**src/rtl/bcrypt_stream_downsizer.sv**
```systemverilog
// Width downsizer for the bcrypt output path: DEPTH-word input FIFO feeding an IN_W->OUT_W AXIS serialiser.
// Define BCRYPT_DWN_PKTCNT_EN to build the completed-packet counter on pkt_count.
module bcrypt_stream_downsizer #(
  parameter int IN_W      = 16,
  parameter int OUT_W     = 8,
  parameter int DEPTH     = 4,
  parameter int LSB_FIRST = 1
) (
  input  logic                       CLK,
  input  logic                       RSTN,
  input  logic [IN_W-1:0]            s_data,
  input  logic                       s_valid,
  output logic                       s_ready,
  input  logic                       s_last,
  input  logic                       flush,
  output logic [OUT_W-1:0]           m_tdata,
  output logic                       m_tvalid,
  input  logic                       m_tready,
  output logic                       m_tlast,
  output logic [$clog2(DEPTH):0]     fifo_level,
  output logic                       busy,
  output logic [15:0]                pkt_count
);

  // state | meaning
  // IDLE  | no word in the serialiser, waiting for the FIFO to go non-empty
  // EMIT  | shreg holds a word, presenting beat beat_cnt on the AXIS port

  localparam int RATIO = IN_W / OUT_W;
  localparam int AW    = $clog2(DEPTH);
  localparam int LW    = AW + 1;
  localparam int CW    = (RATIO > 1) ? $clog2(RATIO) : 1;
  localparam logic [CW-1:0] LAST_BEAT = CW'(RATIO - 1);
  localparam logic [LW-1:0] FULL_LVL  = LW'(DEPTH);

  if ((IN_W % OUT_W) != 0 || IN_W < OUT_W) begin : g_bad_width
    $error("bcrypt_stream_downsizer: IN_W must be an integer multiple of OUT_W");
  end
  if (DEPTH < 2 || (DEPTH & (DEPTH - 1)) != 0) begin : g_bad_depth
    $error("bcrypt_stream_downsizer: DEPTH must be a power of 2 and at least 2");
  end

  typedef enum logic {IDLE = 1'b0, EMIT = 1'b1} state_t;

  logic [IN_W:0]   mem [DEPTH];
  logic [AW-1:0]   wr_ptr, rd_ptr;
  logic [LW-1:0]   level, level_nx;
  logic            s_ready_q;
  logic            push, pop, empty;
  state_t          state, state_nx;
  logic [CW-1:0]   beat_cnt, beat_cnt_nx;
  logic [CW-1:0]   slice_sel;
  logic [IN_W-1:0] shreg;
  logic            last_reg;

  assign empty   = (level == '0);
  // registered readiness keeps s_ready free of any path from m_tready
  assign s_ready = s_ready_q & ~flush;
  assign push    = s_valid & s_ready;

  always_comb begin
    state_nx    = state;
    beat_cnt_nx = beat_cnt;
    pop         = 1'b0;
    case (state)
      IDLE: begin
        if (!empty) begin
          pop         = 1'b1;
          beat_cnt_nx = '0;
          state_nx    = EMIT;
        end
      end
      EMIT: begin
        if (m_tready) begin
          if (beat_cnt == LAST_BEAT) begin
            beat_cnt_nx = '0;
            if (!empty) pop = 1'b1;
            else        state_nx = IDLE;
          end else begin
            beat_cnt_nx = beat_cnt + 1'b1;
          end
        end
      end
      default: state_nx = IDLE;
    endcase
    if (flush) begin
      state_nx    = IDLE;
      beat_cnt_nx = '0;
      pop         = 1'b0;
    end
  end

  always_comb begin
    level_nx = level;
    if (flush)            level_nx = '0;
    else if (push && !pop) level_nx = level + 1'b1;
    else if (!push && pop) level_nx = level - 1'b1;
  end

  always_ff @(posedge CLK or negedge RSTN) begin
    if (!RSTN) begin
      wr_ptr    <= '0;
      rd_ptr    <= '0;
      level     <= '0;
      s_ready_q <= 1'b0;
    end else begin
      level     <= level_nx;
      s_ready_q <= (level_nx != FULL_LVL);
      if (flush) begin
        wr_ptr <= '0;
        rd_ptr <= '0;
      end else begin
        if (push) wr_ptr <= wr_ptr + 1'b1;
        if (pop)  rd_ptr <= rd_ptr + 1'b1;
      end
    end
  end

  always_ff @(posedge CLK) begin
    if (push) mem[wr_ptr] <= {s_last, s_data};
  end

  always_ff @(posedge CLK or negedge RSTN) begin
    if (!RSTN) begin
      state    <= IDLE;
      beat_cnt <= '0;
      shreg    <= '0;
      last_reg <= 1'b0;
    end else begin
      state    <= state_nx;
      beat_cnt <= beat_cnt_nx;
      if (flush)    last_reg <= 1'b0;
      else if (pop) {last_reg, shreg} <= mem[rd_ptr];
    end
  end

  always_comb begin
    slice_sel = (LSB_FIRST != 0) ? beat_cnt : (LAST_BEAT - beat_cnt);
    m_tdata   = shreg[slice_sel*OUT_W +: OUT_W];
  end

  assign m_tvalid   = (state == EMIT);
  assign m_tlast    = m_tvalid & last_reg & (beat_cnt == LAST_BEAT);
  assign fifo_level = level;
  assign busy       = (level != '0) | m_tvalid;

`ifdef BCRYPT_DWN_PKTCNT_EN
  logic [15:0] pkt_cnt_q;

  always_ff @(posedge CLK or negedge RSTN) begin
    if (!RSTN)                              pkt_cnt_q <= 16'd0;
    else if (m_tvalid && m_tready && m_tlast) pkt_cnt_q <= pkt_cnt_q + 16'd1;
  end

  assign pkt_count = pkt_cnt_q;
`else
  assign pkt_count = 16'd0;
`endif

endmodule

```
**config.mk**
```make
export PLATFORM = sky130hd
export DESIGN_NAME = bcrypt_stream_downsizer
export DESIGN_NICKNAME = d
export VERILOG_FILES = /design/src/rtl/bcrypt_stream_downsizer.sv
export SDC_FILE = /design/constraint.sdc
export NUM_CORES = 1
export LEC_CHECK = 0
export CORE_MARGIN = 4
export CORE_UTILIZATION = 35
export DETAILED_ROUTE_END_ITERATION = 8
export MAX_ROUTING_LAYER = met4
export PLACE_DENSITY_LB_ADDON = 0.25
export SYNTH_ARGS = -nofsm -noshare
export SYNTH_HDL_FRONTEND = slang
export SYNTH_SLANG_ARGS = --single-unit
```
**constraint.sdc**
```tcl
create_clock -name CLK -period 2.3 [get_ports CLK]
set_input_delay 0.69 -clock CLK [delete_from_list [all_inputs] [get_ports CLK]]
set_output_delay 0.69 -clock CLK [all_outputs]
set_load 0.02 [all_outputs]
```
==> results of run 1 <==
-- kinds of logic (layout without fill, tap and decap cells) --
family	Yosys count	count (layout)	share of synthesized area (%)
muxes	42	42	17.9
xor gates and xnor gates	7	7	1.53
DFF	95	95	67.8
buffers and inverters	30	74	5.12
and+or+nand+nor	27	27	3.62
AOI/OAI and AO/OA	8	8	1.44
adders and majority gates	8	8	2.47
other	1	16	0.0935
-- area by class of cell --
class | count | area [um2]
inverters | 5 | 18.8
flip-flops and latches | 95 | 2720
multi-input cells | 108 | 1140
well taps | 140 | 175
repair buffers | 53 | 549
clock buffers | 12 | 246
clock inverters | 4 | 31.3
fillers | 980 | 6150
-- routing by layer --
metal	global-route usage, %	up-vias	wire (um)
li1	-	908	-
met1	14.7	984	3150
met2	17.7	50	3400
met3	3.84	12	338
met4	3.99	0	109
met5	-	-	0
-- critical path: stages --
cell             delay [ns]
clkdlybuf4s50_1        0.42
nor2b_1                0.10
dlygate4sd2_1          0.33
-- how the worst max path moves through the flow --
stage / start / end / slack (ns) / cells after the start
after CTS: beat_cnt / m_tlast / 0.01 / 3
after detailed placement: flush / s_ready / -0.21 / 3
after global routing: flush / s_ready / 0.01 / 3
after floorplan: flush / mem[0][0] / 0.39 / 3
final: flush / s_ready / 0.07 / 3
after global placement: flush / s_ready / -0.22 / 3
-- power by group through the flow --
| stage | Clock, mW | Sequential (mW) | Combinational, mW |
|---|---|---|---|
| after global placement | 0 | 2.31 | 1.71 |
| after global routing | 1.51 | 2.31 | 1.81 |
| after floorplan | 0 | 2.30 | 1.13 |
| after detailed placement | 0 | 2.33 | 1.72 |
| final | 1.38 | 2.28 | 1.66 |
| after CTS | 1.44 | 2.28 | 1.69 |
-- repair_timing --
item                       4_1_cts  5_1_grt
hold buffers                     0        0
gates resized for setup         14        4
setup endpoints to repair       11        2
buffers inserted                 1        1
pin swaps                        1        1
-- placed cells by master (no fill, tap or decap), drive strengths merged --
| cell type | count |
|---|---|
| a21bo | 1 |
| and2 | 5 |
| clkdlybuf4s50 | 25 |
| buf | 18 |
| and3 | 1 |
| and2b | 1 |
| mux2i | 1 |
| xor2 | 3 |
| nor2 | 9 |
| o31ai | 1 |
| nand2b | 1 |
| ha | 7 |
| a22oi | 2 |
| dlymetal6s2s | 1 |
| xnor2 | 4 |
| inv | 6 |
| nand2 | 5 |
| conb | 16 |
| dlygate4sd2 | 9 |
| mux2 | 24 |
| a21oi | 2 |
| mux4 | 17 |
| nand4b | 2 |
| nor2b | 2 |
| dfrtp | 27 |
| and3b | 1 |
| clkbuf | 12 |
| maj3 | 1 |
| o21ai | 2 |
| clkinv | 3 |
| edfxtp | 68 |
==> key figures, run 1 <==
Placed design
  – Post-DP Area: 4590 um2
  – Post-DP HPWL: 4340 um
  – Port Buffers: 36
  – Placed Instances: 399
  – RD Place Congestion: 0.681
  – Placement Setup Slack: -0.214 ns

Routing
  – Wirelength per Cell: 16.8 um
  – DR iter-0 viols: between 70 and 80
  – DRT Pass-1 Iters: 4
  – DR DRC count: 0
  – Vias per Instance: 4.69
  – Vias: 1954
  – ANT nets after route: 0
  – Routed wire length: 6990 um

Yosys
  – Synth cell count leaders: edfxtp_1 (68), dfrtp_1 (27), mux2_2 (24), buf_4 (16), mux4_1 (15)
  – Largest cells by area after synthesis: edfxtp_1 (51%), dfrtp_1 (17%), mux4_1 (9.8%), mux2_2 (6.7%), buf_4 (3.0%)
  – Synth area leader: edfxtp_1
  – Main flop type after synthesis: edfxtp_1
  – Post-synth ARST share: 28.4%
  – Post-synth top area share: 50.9%
  – Synth Instances: 218
  – Synthesized cell area: 4010 um2
  – Synth Warn #: 0
  – Most common cell in the synthesized netlist: edfxtp_1
  – Number of synthesized register bits: between 90 and 100
  – Cell variety after synth: 35
  – Number of enable flip-flop cells after synthesis: 68
  – Syn Area/Cell: 18.4 um2
  – Sequential-to-total area share from yosys stat: 67.8%

Power and ir drop
  – Power density cells: 1090 nW/um2
  – Combinational share of power: 31.2%
  – Clk pwr share: 26.0%
  – Sequential share of power: roughly 43%
  – Psw: ~1.6 mW
  – Int Pwr: 3.76 mW
  – Maximum vdd drop: approximately 0.57 mV
  – Tot Pwr: 5.32 mW
  – Sw Share: about 29%
  – Leakage: 1.83 nW

Global routing
  – Largest net degree at the start of global routing: 28
  – Gr usage total: a little under an eighth
  – Vias in the first global route: between 1500 and 2000
  – Total grt overflow: 0
  – First-pass GRT wire length: 10900 um
  – Initial antenna violation count: 0

Worst setup path
  – R2r worst-path depth: 7
  – Worst-path maximum fanout: 2
  – CP Capture Type: primary output
  – Setup CP Type: in2out
  – Reg2reg end: shreg[8]
  – Required time worst endpoint: approximately 1.6 ns
  – Worst reg2reg startpoint: fifo_level[0]
  – Crit start category: primary input
  – Arrival time at the worst endpoint: ~1.5 ns
  – Flop-to-flop setup slack: roughly 0.50 ns

Finish
  – Layout net count: roughly 300
  – Area Growth Syn to Fin: 21.8%
  – Antenna cells: 0
  – Share of cells above drive strength 1: 23.8%
  – Final core utilization: 44.3%
  – Non-filler instance count after layout: 417
  – Max reg flops: 68
  – Reg with most FFs: mem
  – Design area: roughly 4900 um2

Clock tree
  – CTS buffer count: 9
  – Htree depth: 3
  – Root buf cell: clkbuf_16
  – Clock sink total: 95
  – Worst-skew pair later-pin latency: 0.34 ns
  – Bufs on Longest Clock Path: 2
  – Clock transition at path regs: 0.07 ns
  – CTS tree: done

Floorplan
  – Die X: 115 um
  – Starting density of the core: a little over a third
  – Die Ht: 115 um
  – Cell Rows: 38
  – Area of the die: 13200 um2
  – Top Ports: between 50 and 60
  – CORE AREA: 11000 um2

Worst hold path
  – Cells on Worst Hold Path: 1
  – Hold endpoint: shreg[4]
  – Start point of the worst hold path: shreg[4]
  – Worst hold path class: reg2reg

Job
  – Maxcap violations: 0

STA
  – Setup tns final: 0 ns
  – RSZ-0062 raised after global routing: no
  – Period Utilization, post-route: 97.0%
  – Fin Hold WS: between 0.5 and 0.6 ns
  – Final Hold Vio Count: 0
  – Skew final: 0.00715 ns
  – Slew Viols, Final: 0
  – Final setup violation count: 0
  – Setup WS post-layout: 0.0687 ns
  – Fmax: 0.448 GHz
  – Tmin final: around 2.2 ns

Outcome
  – Outcome: completed
Note: power is estimated with default switching activity, not from simulation.
==> run 2: changes to the inputs <==
--- a/config.mk
+++ b/config.mk
@@ -8,8 +8,10 @@
 export CORE_MARGIN = 4
 export CORE_UTILIZATION = 35
 export DETAILED_ROUTE_END_ITERATION = 8
+export HOLD_SLACK_MARGIN = 0.15
 export MAX_ROUTING_LAYER = met4
 export PLACE_DENSITY_LB_ADDON = 0.25
+export RECOVER_POWER = 100
 export SYNTH_ARGS = -nofsm -noshare
 export SYNTH_HDL_FRONTEND = slang
 export SYNTH_SLANG_ARGS = --single-unit
==> key figures, run 2 (same netlist as run 1, synthesis figures left out) <==
STA
  – Slew @ Worst Pin: 0.738 ns
  – RSZ-0062 raised after global routing: no
  – Slew Viols, Final: 0
  – Final Hold Vio Count: 0
  – Worst rel slew slack: 50.8%
  – Tmin final: 2.23 ns
  – Final setup violation count: 0
  – Period Utilization, post-route: 97.0%
  – Skew final: 0.00677 ns
  – Fmax: approximately 0.45 GHz
  – Setup tns final: 0 ns

Power and ir drop
  – Leakage: 1.79 nW
  – Maximum vdd drop: 0.538 mV
  – Tot Pwr: 5.24 mW
  – Power density cells: 1090 nW/um2

Clock tree
  – Clock sink total: 95
  – Clock transition at path regs: roughly 0.070 ns
  – Bufs on Longest Clock Path: 2
  – Quantity of hold-fixing buffers added after cts: 0
  – Root buf cell: clkbuf_16
  – CTS tree: done
  – Worst-skew pair later-pin latency: 0.34 ns
  – CTS buffer count: 9
  – Htree depth: 3

Floorplan
  – CORE AREA: 11000 um2
  – Starting density of the core: 36.3%
  – Top Ports: 53
  – Cell Rows: 38
  – Area of the die: approximately 13000 um2
  – Die X: approximately 120 um
  – Die Ht: 115 um

Worst hold path
  – Cells on Worst Hold Path: 1
  – Hold endpoint: shreg[4]
  – Start point of the worst hold path: shreg[4]
  – Worst hold path class: reg2reg

Worst setup path
  – Slowest cell on the critical path: clkdlybuf4s50_1
  – Critical-path cell list: clkdlybuf4s50_1, nor2b_1, dlygate4sd2_1
  – Setup CP Type: in2out
  – Worst-path maximum fanout: 2
  – CP Capture Type: primary output
  – Flop-to-flop setup slack: 0.34 ns
  – Worst reg2reg startpoint: fifo_level[0]
  – Required time worst endpoint: 1.61 ns
  – CP max stage delay: approximately 0.42 ns
  – Reg2reg end: shreg[2]
  – R2r worst-path depth: 7
  – Arrival time at the worst endpoint: ~1.5 ns
  – Crit start category: primary input

Global routing
  – Total grt overflow: 0
  – Initial antenna violation count: 0
  – Largest net degree at the start of global routing: 28
  – First-pass GRT wire length: 10900 um
  – Gr usage total: 11.6%
  – Vias in the first global route: 1985

Finish
  – Non-filler instance count after layout: 417
  – Reg with most FFs: mem
  – Most frequent cells in the layout: edfxtp_1 (68), dfrtp_1 (26), mux2_2 (24), dlygate4sd3_1 (24), conb_1 (16)
  – Most common cell after layout, fill and taps aside: edfxtp_1
  – Layout net count: roughly 300
  – Max reg flops: 68
  – Share of cells above drive strength 1: 21.7%
  – Antenna cells: 0
  – Area Growth Syn to Fin: 19.7%

Placed design
  – Post-DP HPWL: 4340 um
  – RD Place Congestion: 0.681
  – Placed Instances: 399
  – Port Buffers: 36

Outcome
  – Outcome: completed

Routing
  – DRT Pass-1 Iters: 4
  – DR iter-0 viols: 63
  – Vias per Instance: 4.69
  – ANT nets after route: 0
  – Routed wire length: 6990 um
  – Wirelength per Cell: 16.8 um
  – Vias: 1955
  – DR DRC count: 0

Job
  – Maxcap violations: 0
## run 2: cell count changes in the layout (fill, tap and decap cells not counted), sizes merged
cell           before  now
dlymetal6s2s        1    0
dlygate4sd3         0   24
clkbuf             12   18
buf                18   13
clkdlybuf4s50      25    1
## run 2: power breakdown
part	total [mW]	switching, mW	leakage, nW	internal [mW]
sequential	2.27	0.127	0.947	2.15
clock	1.39	0.617	0.137	0.769
combinational	1.58	0.794	0.710	0.781
total	5.24	1.54	1.79	3.70
## run 2: metrics by stage
step	utilization (%)	area [um2]	hold slack (ns)	setup WS, ns
final	43.5	4800	0.502	0.0691
after CTS	44.2	4880	0.508	0.0115
after global placement	41.6	4590	0.485	-0.220
after detailed placement	41.6	4590	0.492	-0.214
after global routing	43.5	4800	0.523	0.0118
after floorplan	-	4070	0.394	0.395
## run 2: critical path, delay by kind of cell
kind / cells / cell delay, ns
buffers and inverters: 2 / 0.75
and+or+nand+nor: 1 / 0.10
## run 2: worst max path at each step
| stage | to | slack, ns | from |
|---|---|---|---|
| 6_report | s_ready | 0.07 | flush |
| 3_5_place_dp | s_ready | -0.21 | flush |
| 5_1_grt | mem[2][10] | 0.01 | flush |
| 3_3_place_gp | s_ready | -0.22 | flush |
| 2_1_floorplan | mem[0][0] | 0.39 | flush |
| 4_1_cts | m_tlast | 0.01 | beat_cnt |
## run 2: what timing repair did
action	in CTS	in global routing
buffers inserted	1	1
setup endpoints to repair	11	2
pin swaps	1	1
cloned	0	0
gates resized for setup	14	4
endpoints found under the hold margin	0	0
## run 2: cell type report
| class | instances | area (um2) |
|---|---|---|
| inverter | 5 | 18.8 |
| clock inverter | 4 | 31.3 |
| timing repair buffer | 53 | 474 |
| sequential | 95 | 2720 |
| fill | 993 | 6230 |
| tap | 140 | 175 |
| clock buffer | 12 | 246 |
| multi-input combinational | 108 | 1130 |
## run 2: per-layer routing
layer | track usage [%] | part of all wire [%] | vias to the layer above | routed length (um)
li1 | - | - | 909 | -
met1 | 14.7 | 44 | 985 | 3100
met2 | 17.7 | 49 | 50 | 3430
met3 | 3.84 | 4.9 | 11 | 344
met4 | 3.99 | 1.6 | 0 | 114
met5 | - | 0 | - | 0
